`src/rtl/bus_rr_xbar.sv`:
```
// Multi-host shared bus: arbitrates hosts, decodes address per device, registered response.
// Define BUS_RR_ARB_EN for round-robin arbitration; otherwise fixed priority (lowest host wins).
module bus_rr_xbar #(
   parameter int unsigned NrHosts      = 2,
   parameter int unsigned NrDevices    = 2,
   parameter int unsigned DataWidth    = 32,
   parameter int unsigned AddressWidth = 32
) (
   input  logic                              clk_i,
   input  logic                              rst_i,
   input  logic [NrHosts-1:0]                host_req_i,
   output logic [NrHosts-1:0]                host_gnt_o,
   input  logic [NrHosts*AddressWidth-1:0]   host_addr_i,
   input  logic [NrHosts-1:0]                host_we_i,
   input  logic [NrHosts*DataWidth-1:0]      host_wdata_i,
   output logic [NrHosts-1:0]                host_rvalid_o,
   output logic [NrHosts*DataWidth-1:0]      host_rdata_o,
   output logic [NrHosts-1:0]                host_err_o,
   output logic [NrDevices-1:0]              device_req_o,
   output logic [NrDevices*AddressWidth-1:0] device_addr_o,
   output logic [NrDevices-1:0]              device_we_o,
   output logic [NrDevices*DataWidth-1:0]    device_wdata_o,
   input  logic [NrDevices*DataWidth-1:0]    device_rdata_i,
   input  logic [NrDevices*AddressWidth-1:0] cfg_device_addr_base,
   input  logic [NrDevices*AddressWidth-1:0] cfg_device_addr_mask
);
   localparam int unsigned HostIdxW = (NrHosts > 1) ? $clog2(NrHosts) : 1;
   localparam int unsigned DevIdxW  = (NrDevices > 1) ? $clog2(NrDevices) : 1;

   logic [AddressWidth-1:0] h_addr  [NrHosts];
   logic [DataWidth-1:0]    h_wdata [NrHosts];
   logic [DataWidth-1:0]    d_rdata [NrDevices];
   logic [AddressWidth-1:0] d_base  [NrDevices];
   logic [AddressWidth-1:0] d_mask  [NrDevices];

   for (genvar h = 0; h < NrHosts; h++) begin : g_host
      assign h_addr[h]  = host_addr_i[h*AddressWidth +: AddressWidth];
      assign h_wdata[h] = host_wdata_i[h*DataWidth +: DataWidth];
   end

   for (genvar d = 0; d < NrDevices; d++) begin : g_dev
      assign d_rdata[d] = device_rdata_i[d*DataWidth +: DataWidth];
      assign d_base[d]  = cfg_device_addr_base[d*AddressWidth +: AddressWidth];
      assign d_mask[d]  = cfg_device_addr_mask[d*AddressWidth +: AddressWidth];
   end

   logic                gnt_valid;
   logic [HostIdxW-1:0] gnt_idx;
`ifdef BUS_RR_ARB_EN
   logic [HostIdxW-1:0] rr_ptr_q;
`endif

   always_comb begin : arb
      int unsigned         cand;
      logic [HostIdxW-1:0] cand_idx;
      gnt_valid = 1'b0;
      gnt_idx   = '0;
      cand      = 0;
      cand_idx  = '0;
      for (int unsigned i = 0; i < NrHosts; i++) begin
`ifdef BUS_RR_ARB_EN
         cand = 32'(rr_ptr_q) + i;
         if (cand >= NrHosts) cand = cand - NrHosts;
`else
         cand = i;
`endif
         cand_idx = HostIdxW'(cand);
         if (!gnt_valid && host_req_i[cand_idx]) begin
            gnt_valid = 1'b1;
            gnt_idx   = cand_idx;
         end
      end
      // Nothing is granted while reset is held so every output stays quiet.
      if (rst_i) gnt_valid = 1'b0;
   end

   logic [AddressWidth-1:0] g_addr;
   logic [DataWidth-1:0]    g_wdata;
   logic                    g_we;

   assign g_addr  = gnt_valid ? h_addr[gnt_idx]  : '0;
   assign g_wdata = gnt_valid ? h_wdata[gnt_idx] : '0;
   assign g_we    = gnt_valid ? host_we_i[gnt_idx] : 1'b0;

   logic               dev_hit;
   logic [DevIdxW-1:0] dev_idx;

   always_comb begin
      dev_hit = 1'b0;
      dev_idx = '0;
      for (int unsigned d = 0; d < NrDevices; d++) begin
         if (!dev_hit && ((g_addr & d_mask[d]) == d_base[d])) begin
            dev_hit = 1'b1;
            dev_idx = DevIdxW'(d);
         end
      end
   end

   always_comb begin
      host_gnt_o   = '0;
      device_req_o = '0;
      for (int unsigned h = 0; h < NrHosts; h++) begin
         host_gnt_o[h] = gnt_valid && (gnt_idx == HostIdxW'(h));
      end
      for (int unsigned d = 0; d < NrDevices; d++) begin
         device_req_o[d] = gnt_valid && dev_hit && (dev_idx == DevIdxW'(d));
      end
   end

   assign device_addr_o  = {NrDevices{g_addr}};
   assign device_wdata_o = {NrDevices{g_wdata}};
   assign device_we_o    = {NrDevices{g_we}};

   logic                rsp_valid_q;
   logic                rsp_we_q;
   logic                rsp_err_q;
   logic [HostIdxW-1:0] rsp_host_q;
   logic [DevIdxW-1:0]  rsp_dev_q;

   always_ff @(posedge clk_i) begin
      if (rst_i) begin
         rsp_valid_q <= 1'b0;
         rsp_we_q    <= 1'b0;
         rsp_err_q   <= 1'b0;
         rsp_host_q  <= '0;
         rsp_dev_q   <= '0;
`ifdef BUS_RR_ARB_EN
         rr_ptr_q    <= '0;
`endif
      end else begin
         rsp_valid_q <= gnt_valid;
         rsp_we_q    <= g_we;
         rsp_err_q   <= gnt_valid && !dev_hit;
         rsp_host_q  <= gnt_idx;
         rsp_dev_q   <= dev_idx;
`ifdef BUS_RR_ARB_EN
         if (gnt_valid) begin
            rr_ptr_q <= (32'(gnt_idx) == NrHosts - 1) ? '0 : gnt_idx + 1'b1;
         end
`endif
      end
   end

   always_comb begin
      host_rvalid_o = '0;
      host_rdata_o  = '0;
      host_err_o    = '0;
      for (int unsigned h = 0; h < NrHosts; h++) begin
         if (rsp_valid_q && !rst_i && (rsp_host_q == HostIdxW'(h))) begin
            host_rvalid_o[h] = 1'b1;
            host_err_o[h]    = rsp_err_q;
            if (!rsp_we_q && !rsp_err_q) begin
               host_rdata_o[h*DataWidth +: DataWidth] = d_rdata[rsp_dev_q];
            end
         end
      end
   end
endmodule
```
`config.mk`:
```
export PLATFORM = sky130hd
export DESIGN_NAME = bus_rr_xbar
export DESIGN_NICKNAME = d
export VERILOG_FILES = /design/src/rtl/bus_rr_xbar.sv
export SDC_FILE = /design/constraint.sdc
export NUM_CORES = 1
export LEC_CHECK = 0
export BUFFER_PORTS_ARGS = -buffer_cell sky130_fd_sc_hd__clkbuf_2
export CAP_MARGIN = 20
export CORE_AREA = 2 2 208 210
export CTS_CLUSTER_DIAMETER = 200
export DETAILED_ROUTE_END_ITERATION = 8
export DIE_AREA = 0 0 210 212
export GPL_ROUTABILITY_DRIVEN = 0
export PLACE_DENSITY_LB_ADDON = 0.1
export SLEW_MARGIN = 25
export SYNTH_ARGS = -nofsm -noshare
export SYNTH_HDL_FRONTEND = slang
export SYNTH_SLANG_ARGS = --single-unit
```
`constraint.sdc`:
```
create_clock -name clk_i -period 3.35 [get_ports clk_i]
set_input_delay 0.5025 -clock clk_i [delete_from_list [all_inputs] [get_ports clk_i]]
set_output_delay 0.5025 -clock clk_i [all_outputs]
set_load 0.02 [all_outputs]
```
==> results_dict.tcl <==
set metrics [dict create \
    outcome "finished, violations left" \
    violations "setup timing" \
    core-area_um2 42500 \
    ys_top_cells_by_count "nand2_1, nor2_1, buf_4" \
    fin_crit_sh 1.08 \
    path_cells "clkbuf_16 > buf_4 > nand4bb_1 > a21boi_0 > o22ai_1 > or4_1 > or4_4 > nor4_4 > clkbuf_8" \
    antenna_found_initial 2 \
    pwr-share-clk 0.146 \
    pin_count 528 \
    tightest_slew_ns 0.809 \
    syn_area_um2 4340 \
    synthCells 643 \
    firstDrtPassIters 4 \
    start_util 0.102 \
    switching_share 0.459 \
    max_freq_mhz 278 \
    cts_buffers 3 \
    fillers 4859 \
    setup_viol_count_final 2 \
    fp.dieW_um 210 \
    cts.sinks 5 \
    cts_tree "built" \
    wl_mm 33.3 \
    synth_edf_count 0 \
    fp.dieH_um 212 \
    timing.slew.headroom 0.461 \
    num_vias 7008 \
    syn_nets 969 \
    ys_warn_count 0 \
    grtUsageTotal 0.140 \
    synthTopCellsByArea "buf_4, mux2_2, a22o_1, nand2_1, nor2_1" \
    grt_max_degree 35 \
    cts_max_level 1 \
    maxSlewViolCount 0 \
    maxCapViolations 0 \
    cp_data_arrival_time_ns 3.10 \
    vdd_ir_drop_max_v 0.0000803 \
    cpPeakStageDelay_ns 0.61 \
    drtAntennaViolNets 0 \
    rows 76 \
    grt_overflow 0 \
    power.leakage_nw 4.81 \
    drtIter0Drc 324 \
    syn_to_final_growth_pct 107 \
    async_flop_share 0 \
    drc 0 \
    nets 1542 \
    yosysMostFrequentCell "nand2_1" \
    worstSetupStartpointType "input pin" \
    synth_cell_types 56 \
    power_frac_comb 0.806 \
    synth_ff_type "dfxtp_1" \
    drive_gt1_frac 0.644 \
    p_int_mw 0.720 \
    setup_ws_ns -0.252 \
    yosysSeqAreaShare 0.0230 \
    grt_pass1_wl_mm 46.6 \
    cp.required_ns 2.85 \
    setup.worst_path.end_class "primary output" \
    switching_power_mw 0.612 \
    port_buffers 527 \
    yosys.area.top_type_share 0.114 \
    die-area_um2 44500 \
    period_needed_ns 3.60 \
    p_seq_frac 0.048 \
    hp-class "in2reg" \
    finalHoldViolCount 0 \
    path_max_fanout 8 \
    criticalPathCategory "in2out" \
    avgSynthCellArea_um2 6.76 \
    p_total_mw 1.33 \
    power_density_nw_per_um2 148 \
    grt_pass1_vias 7153 \
    clk_path_buf_depth 2 \
    cts-root-buf "clkbuf_16" \
    hold_buffers 0 \
    hold_ws_ns 0.509 \
    cts.clk_slew.worst_paths_ns 0.03 \
    place_hpwl_mm 28.5 \
    crit_slowest_cell "a21boi_0" \
    synth_top_cell_by_area "buf_4" \
    ys_seq_elements 5 \
    rsz0062_at_grt "true" \
    vias_per_cell 3.98 \
    avgRoutedWirePerCell_um 18.9 \
]
==> power groups by stage <==
stage	logic [mW]	registers, mW	clock network [mW]
global placement	0.971	0.0650	0
detailed placement	0.961	0.0650	0
finish	1.07	0.0642	0.195
floorplan	0.494	0.0644	0
global route	1.16	0.0646	0.202
CTS	1.08	0.0642	0.198
==> routing by layer <==
layer,track usage,part of all wire
met4,0.0169,0.0062
met3,0.0120,0.044
met1,0.187,0.45
met2,0.252,0.50
met5,0,0
==> area by class of cell <==
cell class / count / area [um^2] / share of cell area
multi-input combinational: 473 / 3770 / 0.419
inverter: 58 / 223 / 0.0247
antenna: 2 / 5.00 / 0.000556
clock buffer: 4 / 78.8 / 0.00875
sequential: 5 / 100 / 0.0111
tap: 546 / 683 / 0.0758
timing repair buffer: 675 / 4150 / 0.460
==> worst max-delay path, delay by kind of cell <==
family	cells	cell delay (ns)
buffers and inverters	3	0.50
AOI/OAI and AO/OA	2	0.79
and+or+nand+nor	4	1.30
==> final timing paths <==
kind	startpoint	endpoint	slack, ns	cells after the start
setup / recovery	rst_i	device_req_o[1]	-0.25	9
hold / removal	host_we_i[0]	rsp_we_q$_SDFF_PP0_	0.51	2
==> metrics by stage <==
stage	util	TNS [ns]	setup slack (ns)	cell area [um^2]	cells
3_5_place_dp	0.188	-2.13	-0.867	8000	1727
2_1_floorplan	-	0	0.104	4360	643
4_1_cts	0.211	-0.383	-0.198	8970	1758
5_1_grt	0.212	-0.503	-0.305	9010	1763
3_3_place_gp	0.188	-2.02	-0.821	8000	1727
6_report	0.212	-0.366	-0.252	9010	1763
==> kinds of logic after synthesis <==
logic type | count (synthesis) | synth area share
AND/OR/NAND/NOR | 272 | 0.370
buffers and inverters | 165 | 0.208
AO/OA/AOI/OAI | 156 | 0.289
multiplexers | 32 | 0.0830
XOR/XNOR | 13 | 0.0262
flip-flops | 5 | 0.0230
==> registers in the layout (all words and copies together) (netlist names) <==
register / count
rsp_host_q: 1
rsp_valid_q: 1
rsp_err_q: 1
rsp_we_q: 1
rsp_dev_q: 1
==> repair_timing <==
action | CTS | global route
resized for setup | 83 | 5
pin swaps | 35 | 7
endpoints found under the setup margin | 4 | 2
buffers inserted | 21 | 3
gates cloned | 7 | 0
==> cells in the final DEF, fill, tap and decap left out, types with 10 or more instances in the layout <==
| master | synthesis | routed |
|---|---|---|
| a22o_1 | 34 | 34 |
| and2_1 | 11 | 11 |
| o21ai_0 | 11 | 10 |
| or2_2 | 12 | 12 |
| nand2_1 | 78 | 78 |
| o221ai_1 | 23 | 11 |
| nor2_1 | 73 | 71 |
| nand4bb_4 | 0 | 10 |
| and4bb_2 | 11 | 12 |
| xnor2_1 | 10 | 10 |
| mux2_2 | 32 | 32 |
| inv_1 | 57 | 57 |
| and3b_1 | 13 | 13 |
| buf_12 | 0 | 12 |
| clkbuf_2 | 2 | 522 |
| buf_4 | 66 | 122 |
| o211ai_1 | 10 | 10 |
| a211oi_1 | 12 | 12 |
| nand3b_1 | 19 | 19 |
Power figures use the tool's default switching activity.
